$ cat src/rtl/line_buffer_window_control.sv
// Window-position controller for a KxK line buffer fed by a row-major pixel stream.
// Strobes output_valid one cycle after each accepted pixel that completes a strided window.
module line_buffer_window_control #(
  parameter int IMG_W  = 6,
  parameter int IMG_H  = 6,
  parameter int K      = 3,
  parameter int STRIDE = 1,
  parameter int CNT_W  = 11
) (
  input  logic             clk,
  input  logic             rst,
  input  logic             sof,
  input  logic             eof,
  input  logic             input_valid,
  output logic             in_ready,
  output logic             output_valid,
  output logic [CNT_W-1:0] out_row,
  output logic [CNT_W-1:0] out_col,
  output logic             reset_all_cell,
  output logic             frame_done,
  output logic             err_eof,
  output logic [1:0]       state
);

  if (K < 2 || K > IMG_W || K > IMG_H || STRIDE < 1 || STRIDE > K ||
      IMG_W >= (1 << CNT_W) || IMG_H >= (1 << CNT_W)) begin : g_bad_params
    $error("line_buffer_window_control: illegal parameter combination");
  end

  typedef enum logic [1:0] {IDLE = 2'd0, FILL = 2'd1, RUN = 2'd2, CLEAR = 2'd3} state_t;

  localparam logic [CNT_W-1:0] LAST_C = CNT_W'(IMG_W - 1);
  localparam logic [CNT_W-1:0] LAST_R = CNT_W'(IMG_H - 1);
  localparam logic [CNT_W-1:0] KM1    = CNT_W'(K - 1);
  localparam logic [CNT_W-1:0] KM2    = CNT_W'(K - 2);
  localparam logic [CNT_W-1:0] SM1    = CNT_W'(STRIDE - 1);

  state_t st;

  // col/row: coordinate of the next pixel. cph/rph: offset modulo STRIDE past K-1,
  // wc/wr: window index that a hit at the current coordinate would produce.
  logic [CNT_W-1:0] col, row, cph, rph, wc, wr;
  logic [CNT_W-1:0] col_n, row_n, cph_n, rph_n, wc_n, wr_n;
  logic accept, adv, win, last;

  assign in_ready = (st != CLEAR);
  assign state    = st;
  assign accept   = input_valid && in_ready;
  assign adv      = accept && ((st == FILL) || (st == RUN) || ((st == IDLE) && sof));
  assign win      = (col >= KM1) && (row >= KM1) && (cph == '0) && (rph == '0);
  assign last     = (col == LAST_C) && (row == LAST_R);

  always_comb begin
    col_n = col;
    row_n = row;
    cph_n = cph;
    rph_n = rph;
    wc_n  = wc;
    wr_n  = wr;
    if (col == LAST_C) begin
      col_n = '0;
      cph_n = '0;
      wc_n  = '0;
      row_n = (row == LAST_R) ? '0 : row + 1'b1;
      if (row < KM1) begin
        rph_n = '0;
        wr_n  = '0;
      end else if (rph == SM1) begin
        rph_n = '0;
        wr_n  = wr + 1'b1;
      end else begin
        rph_n = rph + 1'b1;
      end
    end else begin
      col_n = col + 1'b1;
      if (col < KM1) begin
        cph_n = '0;
        wc_n  = '0;
      end else if (cph == SM1) begin
        cph_n = '0;
        wc_n  = wc + 1'b1;
      end else begin
        cph_n = cph + 1'b1;
      end
    end
  end

  always_ff @(posedge clk or posedge rst) begin
    if (rst) begin
      st             <= IDLE;
      col            <= '0;
      row            <= '0;
      cph            <= '0;
      rph            <= '0;
      wc             <= '0;
      wr             <= '0;
      output_valid   <= 1'b0;
      out_row        <= '0;
      out_col        <= '0;
      reset_all_cell <= 1'b0;
      frame_done     <= 1'b0;
      err_eof        <= 1'b0;
    end else begin
      output_valid   <= 1'b0;
      reset_all_cell <= 1'b0;
      frame_done     <= 1'b0;
      err_eof        <= 1'b0;

      if (st == CLEAR) begin
        col <= '0;
        row <= '0;
        cph <= '0;
        rph <= '0;
        wc  <= '0;
        wr  <= '0;
      end else if (adv) begin
        col <= col_n;
        row <= row_n;
        cph <= cph_n;
        rph <= rph_n;
        wc  <= wc_n;
        wr  <= wr_n;
      end

      unique case (st)
        IDLE: begin
          if (adv) begin
            // A one-pixel frame is an early eof like any other.
            if (eof) begin
              st             <= CLEAR;
              err_eof        <= 1'b1;
              reset_all_cell <= 1'b1;
              frame_done     <= 1'b1;
            end else begin
              st <= FILL;
            end
          end
        end
        FILL, RUN: begin
          if (adv) begin
            if (win) begin
              output_valid <= 1'b1;
              out_row      <= wr;
              out_col      <= wc;
            end
            if (last || eof) begin
              st             <= CLEAR;
              err_eof        <= !(last && eof);
              reset_all_cell <= 1'b1;
              frame_done     <= 1'b1;
            end else if ((st == FILL) && (row == KM2) && (col == LAST_C)) begin
              st <= RUN;
            end
          end
        end
        CLEAR: st <= IDLE;
      endcase
    end
  end

endmodule

$ cat config.mk
export PLATFORM = sky130hd
export DESIGN_NAME = line_buffer_window_control
export DESIGN_NICKNAME = d
export VERILOG_FILES = /design/src/rtl/line_buffer_window_control.sv
export SDC_FILE = /design/constraint.sdc
export NUM_CORES = 1
export LEC_CHECK = 0
export ABC_AREA = 1
export CAP_MARGIN = 25
export CORE_UTILIZATION = 50
export CTS_CLUSTER_DIAMETER = 50
export DETAILED_ROUTE_END_ITERATION = 6
export PLACE_DENSITY = 0.73
export SETUP_SLACK_MARGIN = 0.3
export SYNTH_ARGS = -nofsm -noshare
export SYNTH_HDL_FRONTEND = slang
export SYNTH_SLANG_ARGS = --single-unit
$ cat constraint.sdc
create_clock -name clk -period 3 [get_ports clk]
set_input_delay 0.75 -clock clk [delete_from_list [all_inputs] [get_ports clk]]
set_output_delay 0.75 -clock clk [all_outputs]
set_load 0.02 [all_outputs]
Word-level counts from Yosys, hierarchy flattened
Index checks and enable logic that the tools add are counted.
Operators by class
  $add $sub $neg: 6
  magnitude comparators: 4
  eq/ne operators: 10
  multiplexer cells: 44
  reduce and logical (&&, ||, !) cells: 27
Operators by type and width (count)
  11-bit two-way mux: 27
  11-bit by 1-bit adder with 11-bit output (second input constant): 6
  11-bit by 3-bit == test with 1-bit output (second input constant): 2
  11-bit by 2-bit greater-or-equal comparator with 1-bit output (second input constant): 2
  11-bit logical NOT: 2
  11-bit by 2-bit < comparator with 1-bit output (second input constant): 2
  11-bit by 1-bit == test with 1-bit output (second input constant): 1
  1-bit logical AND: 10
  2-bit two-way mux: 5
  1-bit two-way mux: 9
  3-bit AND reduction: 3
  2-bit inequality test (second input constant): 3
  2-bit one-hot mux with 3 select lines: 1
  2-bit == test (second input constant): 2
  1-bit one-hot mux with 2 select lines: 2
  2-bit AND reduction: 2
  2-bit nonzero test: 2
  4-bit nonzero test: 1
  1-bit logical OR: 3
  3-bit inequality test (second input constant): 1
  3-bit nonzero test: 1
  2-bit by 1-bit == test with 1-bit output (second input constant): 1
  2-bit logical NOT: 1
  2-bit OR reduction: 1
  1-bit logical NOT: 1
Word-level totals
  flip-flop bits (word level): 93
  input port bits: 5
  output and inout bits: 29

Depth between registers and ports, before layout
Gate-level depths: netlist of run 1.
  word-level depth: 7
  mapped depth: 12
  gate-level depth less buffers: 12

Worst setup path after synthesis of run 1
OpenSTA, ideal clock, no wires.
  path type: register to output
  start point: register st[0] (netlist: state[0])
  end point: output port in_ready
  data arrival time: 1.246 ns
  data required time: 2.250 ns
  slack: 1.004 ns
  cell stages (with the launch flop): 4
  path through: dfrtp_1 ha_1 inv_2 buf_1
On the way
  cells in the longest elaborated chain, start to end: 1
RTL lines
  start: declaration: RTL line 38  | state_t st;
  start signal: assignment: RTL line 90  | st <= IDLE;
  start signal: assignment: RTL line 130  | st <= CLEAR;
  start signal: assignment: RTL line 135  | st <= FILL;
  2-bit inequality test: RTL line 46  | assign in_ready = (st != CLEAR);
  end: declaration: RTL line 15  | output logic in_ready,
Every way passes these cells.

Worst setup path in the final report of run 1
Same ends and word-level chain as after synthesis.

==> key figures, run 1 <==
Setup path
  – CP arrival: 1520 ps
  – Critical Path Start Type: flop
  – Data required, critical path: 2250 ps
  – CP Class: reg2out
  – Max FO, Critical Path: 9
  – Crit. End Element: output port

Finish
  – Area growth syn-to-layout: 11.93%
  – Final net count: 777
  – Fraction of layout cells with a size suffix above 1: 0.08037
  – Diodes inserted: 0
  – Final core occ: 0.5828

Routing
  – Via count: 4709
  – Post-route DRC: 0
  – Post-route antenna net violation count: 0
  – DRT Pass-1 Iters: 5
  – Final wirelength: 11390 um
  – DR iter-0 viols: 296
  – Via density: about 5.3
  – Wirelength per Cell: 12.73 um

Power and ir drop
  – Clock group share of total power: 0.227
  – Psw: roughly 1.7 mW
  – Lkg Pwr: 2.893 nW
  – Sequential share of power: 0.375
  – Combinational power share: 0.398
  – Final Total Pwr: 4.004 mW
  – P per Cell Area: roughly 660 nW/um^2
  – Pint: 2.295 mW
  – VDD IR max: 0.4873 mV
  – Sw Share: 0.4270

Yosys
  – Synthesized area per cell: 7.481 sq um
  – Syn_nets: 747
  – Asr flop ratio synth: 1.000
  – Post-synth EDFFs: 0
  – Commonest cells in the netlist: 198 x nand2_1, 93 x dfrtp_1, 80 x inv_1, 76 x nand3_1, 60 x nor2_1
  – Top area cells in the synthesized netlist: dfrtp_1 43%, nand2_1 14%, nand3_1 7.0%
  – Synth warn: 0
  – Area leader, netlist: dfrtp_1
  – Mapped Area: 5424 sq um
  – Most common cell in the netlist: nand2_1
  – Synth top area share: 0.4291
  – Top FF cell, synth: dfrtp_1
  – Synth Register Bits: 93
  – Netlist cell types: 35
  – Seq/Total Area, Yosys: 0.4291
  – Mapped Cells: 725

Die
  – Initial Util: 0.5207
  – Core box area: 10420 sq um
  – Die area: 11270 sq um
  – Die height: 106.2 um
  – Die width: 106.2 um
  – Io pins: 34
  – Site Rows: 37

GRT
  – Vias in the first global route: 4376
  – Total GRT Usage: 0.2183
  – Gr ovfl total: 0
  – First-pass GRT wire length: 19860 um
  – Largest net degree at the start of global routing: 56
  – Initial antenna violation count: 0

Clock network
  – Hold-fix buffers at CTS: 0
  – CTS Sinks: 93
  – Root buf cell: clkbuf_8
  – Setup Fix Bufs, Post-CTS: 0
  – H-tree levels: 3
  – CTS tree: yes
  – Num CTS Buffers: 9
  – Worst skew pair latency: 360 ps
  – Clock slew at reported path FFs: 90 ps
  – Post-CTS sizing: 0
  – Max clock buf depth: 2

Timing
  – Final hold vios: 0
  – Max Transition Viols Final: 0
  – RSZ-0062 raised after global routing: false
  – Worst Tran Pin Value: 678.9 ps
  – Final worst setup slack: ~730 ps
  – Fin crit period: 2267 ps
  – Setup TNS: 0 ps
  – Final period utilization: 0.7556
  – # setup viols final: 0
  – Clock Skew: between 10 and 15 ps
  – Relative slew slack: 0.5439
  – Fmax: approximately 440 MHz

Placed design
  – GP Congestion: 0.8632
  – Pre-CTS setup slack: about 540 ps
  – Dpl hpwl: around 8300 um
  – Buffers on Ports: 33

Job
  – MaxCap Viol Count: 0

Status
  – Status: finished clean

Worst hold path
  – Worst Hold Class: reg2reg
==> final timing paths <==
path,start,endpoint,slack (ps),cells past startpoint
hold reg to reg,out_row[7],out_row[7],470,2
min in group asynchronous,rst,out_col[6],820,3
setup reg to reg,state[0],wr[6],830,11
hold / removal,out_row[7],out_row[7],470,2
max in group asynchronous,rst,row[7],1890,3
setup / recovery,state[0],in_ready,730,3
==> through the flow <==
stage	hold WS [ps]	std cells	instance area [sq um]
2_1_floorplan	471.1	725	5428
3_3_place_gp	455.2	880	5857
3_5_place_dp	458.4	880	5857
4_1_cts	479.1	895	6068
5_1_grt	500.9	895	6071
6_report	471.0	895	6071
==> worst max-delay path: stages, from the launching register on <==
cell and delay [ps]:
dfrtp_1 440, ha_1 240, inv_2 210, dlymetal6s2s_1 270
==> power by group through the flow <==
stage | Clock (mW) | Sequential, mW | Combinational (mW)
2_1_floorplan | 0 | 1.56 | 1.18
5_1_grt | 0.983 | 1.52 | 1.79
3_5_place_dp | 0 | 1.53 | 1.60
4_1_cts | 0.929 | 1.50 | 1.60
3_3_place_gp | 0 | 1.52 | 1.57
6_report | 0.907 | 1.50 | 1.59
==> flip-flops by register name, indices dropped and copies added, names as in the netlist <==
signal and flops:
frame_done 1, wr 11, row 11, output_valid 1, state 2, rph 11, out_row 11, col 11
cph 11, out_col 11, err_eof 1, wc 11
==> cell usage in the layout (no fill, tap or decap) <==
master,synthesis,layout
a21oi_1,20,20
clkbuf_8,0,9
o21ai_0,35,35
inv_6,1,2
or3_1,1,1
clkdlybuf4s50_1,0,32
buf_4,6,6
nand2_1,198,198
nand2_2,8,8
dfrtp_1,93,93
nand3_2,2,2
nor2_2,5,5
clkinv_2,0,2
and3_1,2,2
clkinv_4,0,1
nor3_1,33,33
xor2_1,10,10
o21ai_1,3,3
nand3b_1,2,2
bufinv_16,0,2
inv_2,5,5
or2_2,5,5
nand3_1,76,76
o31ai_1,1,1
inv_1,80,79
o2111ai_1,1,1
clkinvlp_4,0,1
and2_1,1,1
o22ai_1,2,2
a211oi_1,1,1
buf_12,0,2
nand4_1,28,28
o21ai_2,7,7
nor2_4,1,1
xnor2_1,2,2
dlymetal6s2s_1,0,1
ha_1,17,17
nor2_1,60,60
nand2_4,3,3
==> cells by family after synthesis <==
kind of cell,after synthesis,share of synthesized area
buffers and inverters,108,0.08927
adder cells (fa/ha/maj),17,0.03921
AO/OA/AOI/OAI,70,0.07151
AND/OR/NAND/NOR,425,0.3516
flip-flops,93,0.4291
XOR/XNOR,12,0.01938
==> metal layers <==
| layer | global-route usage | wire, um | vias to the layer above |
|---|---|---|---|
| met5 | 0 | 0 | - |
| met4 | 0.07242 | 138 | 0 |
| met3 | 0.03924 | 496 | 12 |
| met2 | 0.3534 | 5276 | 106 |
| met1 | 0.2957 | 5479 | 2182 |
| li1 | - | - | 2409 |
==> area by class of cell <==
type                       count  area (sq um)
fill                         985          4345
multi-input combinational    524          2613
sequential                    93          2327
timing repair buffer          41         417.9
inverter                      86         331.6
tap                          136         170.2
clock buffer                   9         123.9
clock inverter                 6         87.58
(Power assumes the default switching activity.)
==> inputs of run 2 (changes only) <==
- PLACE_DENSITY: 0.73 -> 0.7
- clock period: 3 -> 2.3 ns (I/O delays scaled with it)
==> run 2 against run 1 <==
Compared with the run above: sequential power up 31%; clock-buffer cell count rose by 2; total power up 36%; via count up 2.8%; critical path type unchanged; non-clock buffer count grew 11; global-route usage increased by 0.39 points; register-to-register slack got worse by 430 ps; design area grew 2.7%; largest cell class unchanged; combinational power grew 52%; worst setup slack worse by 360 ps; flip-flop and latch count is the same; critical path depth fell by 2.
==> key figures, run 2 (synthesis results as in run 1) <==
GRT
  – GR peak layer: met2 (unchanged)
  – Gr ovfl total: 0 (unchanged)
  – Total GRT Usage: 0.2223 (was 0.2183)
  – Met3 Use GR: 0.04108 (was 0.03924)
  – Initial antenna violation count: 0 (unchanged)
  – First-pass GRT wire length: 20140 um (was 19860 um)
  – M1 GR Usage: 0.3018 (was 0.2957)
  – Largest net degree at the start of global routing: 94 (was 56)
  – GR met2 Demand/Resource: 0.3548 (was 0.3534)
  – Vias in the first global route: 4471 (was 4376)

Setup path
  – R2r endpoint: out_row[1] (was wr[6])
  – Worst path bufs/invs: 1 (was 2)
  – CP Class: reg2out (unchanged)
  – R2R depth: 9 (was 11)
  – Critical Path Start Type: flop (unchanged)
  – Max FO, Critical Path: 2 (was 9)
  – R2R setup slack: 400 ps (was 830 ps)
  – CP arrival: 1350 ps (was 1520 ps)
  – Kind of cell adding the most delay to the critical path: buffers and inverters (unchanged)
  – Worst path slowest cell: clkdlybuf4s50_1 (was dfrtp_1)
  – Crit. End Element: output port (unchanged)
  – CP Cell Sequence: clkdlybuf4s50_1 (was ha_1 -> inv_2 -> dlymetal6s2s_1)
  – R2r startpoint: state[1] (was state[0])
  – Data required, critical path: 1730 ps (was 2250 ps)
  – Critical path depth in cells: 1 (was 3)
  – Max incr delay on CP: 610 ps (was 440 ps)

Placed design
  – Buffers on Ports: 33 (unchanged)
  – Dpl hpwl: 8279 um (was 8326 um)
  – Pre-CTS setup slack: 185.6 ps (was 538.7 ps)
  – GP Congestion: 0.8708 (was 0.8632)

Power and ir drop
  – Pint: 3.052 mW (was 2.295 mW)
  – Lkg Pwr: 2.951 nW (was 2.893 nW)
  – Sequential share of power: 0.362 (was 0.375)
  – Clock group share of total power: 0.194 (was 0.227)
  – VDD IR max: 0.6617 mV (was 0.4873 mV)
  – Combinational power share: 0.444 (was 0.398)
  – Psw: 2.379 mW (was 1.710 mW)
  – Sw Share: 0.4381 (was 0.4270)
  – P per Cell Area: 870.8 nW/um^2 (was 659.6 nW/um^2)

Worst hold path
  – HP Start: out_row[5] (was out_row[7])
  – Hold Path Stages: 2 (unchanged)
  – Worst Hold Class: reg2reg (unchanged)
  – Hold Path End: out_row[5] (was out_row[7])

Finish
  – Diodes inserted: 0 (unchanged)
  – Fraction of layout cells with a size suffix above 1: 0.1141 (was 0.08037)
  – Area growth syn-to-layout: 14.99% (was 11.93%)
  – Fillers: 948 (was 985)
  – Commonest non-fill, non-tap cell in the layout: nand2_1 (unchanged)
  – Final net count: 788 (was 777)
  – Most frequent cells in the layout: 196 x nand2_1, 90 x dfrtp_1, 78 x inv_1, 76 x nand3_1, 57 x nor2_1 (was 198 x nand2_1, 93 x dfrtp_1, 79 x inv_1, 76 x nand3_1, 60 x nor2_1)

Timing
  – Max Transition Viols Final: 0 (unchanged)
  – # setup viols final: 0 (unchanged)
  – Relative slew slack: 0.6548 (was 0.5439)
  – Final hold vios: 0 (unchanged)
  – Final worst setup slack: 374.5 ps (was 733.2 ps)
  – Clock Skew: 8.447 ps (was 12.21 ps)
  – Final period utilization: 0.8372
  – Fin crit period: 1926 ps
  – Setup TNS: 0 ps (unchanged)
  – Worst Tran Pin Value: 515.8 ps (was 678.9 ps)
  – Fmax: 519.3 MHz
  – RSZ-0062 raised after global routing: true (was false)

Clock network
  – H-tree levels: 3 (unchanged)
  – Hold-fix buffers at CTS: 0 (unchanged)
  – CTS Sinks: 93 (unchanged)
  – Max clock buf depth: 2 (unchanged)
  – Num CTS Buffers: 9 (unchanged)
  – Worst skew pair latency: 370 ps (was 360 ps)
  – Root buf cell: clkbuf_8 (unchanged)
  – CTS tree: yes (unchanged)
  – Clock slew at reported path FFs: 90 ps (about the same)

Die
  – Die width: 106.2 um (unchanged)
  – Die area: 11270 sq um (unchanged)
  – Initial Util: 0.5207 (unchanged)
  – Die height: 106.2 um (unchanged)
  – Io pins: 34 (unchanged)
  – Site Rows: 37 (unchanged)
  – Core box area: 10420 sq um (unchanged)

Status
  – Status: finished clean (unchanged)

Job
  – MaxCap Viol Count: 0 (unchanged)

Routing
  – Via density: 5.340 (was 5.261)
  – Post-route DRC: 0 (unchanged)
  – Final wirelength: 11810 um (was 11390 um)
  – DRT Pass-1 Iters: 5 (unchanged)
  – Wirelength per Cell: 13.02 um (was 12.73 um)
  – DR iter-0 viols: 287 (was 296)
  – Via count: 4843 (was 4709)
  – Post-route antenna net violation count: 0 (unchanged)
-- run 2: worst max path at each step --
stage           startpoint          to  slack [ps]
2_1_floorplan     state[0]      col[8]         440
3_3_place_gp   input_valid      rph[8]         200
3_5_place_dp   input_valid      cph[9]         190
4_1_cts           state[0]    in_ready         290
5_1_grt           state[1]      cph[9]         220
6_report        out_col[8]  out_col[8]         370
-- run 2: layer usage --
layer  part of all wire  wire, um
met1               0.48      5631
met4              0.015       178
met5                  0         0
met2               0.47      5535
met3              0.039       460
-- run 2: power by group through the flow --
stage / combinational (mW) / clock, mW / sequential [mW]
2_1_floorplan: 1.54 / 0 / 2.03
3_5_place_dp: 2.28 / 0 / 1.99
6_report: 2.41 / 1.05 / 1.96
3_3_place_gp: 2.24 / 0 / 1.98
5_1_grt: 2.67 / 1.13 / 1.99
4_1_cts: 2.28 / 1.07 / 1.95
-- run 2: stage by stage --
| step | utilization | cell area [sq um] | hold WS, ps | power (mW) | cells |
|---|---|---|---|---|---|
| after floorplan | - | 5428 | 471.1 | 3.575 | 725 |
| after global placement | 0.5690 | 5927 | 453.0 | 4.223 | 886 |
| after detailed placement | 0.5690 | 5927 | 457.8 | 4.264 | 886 |
| after CTS | 0.5887 | 6132 | 480.2 | 5.299 | 902 |
| after global routing | 0.5988 | 6237 | 507.3 | 5.793 | 907 |
| final | 0.5988 | 6237 | 477.9 | 5.431 | 907 |
-- run 2: area by class of cell --
cell class              count  area [sq um]  area share
clock buffers              11         151.4     0.02427
clock inverters             5         35.03    0.005617
well taps                 136         170.2     0.02728
multi-input cells         524          2699      0.4327
flip-flops and latches     93          2331      0.3737
repair buffers             52         516.7     0.08285
inverters                  86         334.1     0.05356
-- run 2: timing repair --
item                                    4_1_cts  5_1_grt
setup buffers                                 0        5
gates resized for setup                      11       20
endpoints found under the setup margin        9       75
pin swaps                                     0        4
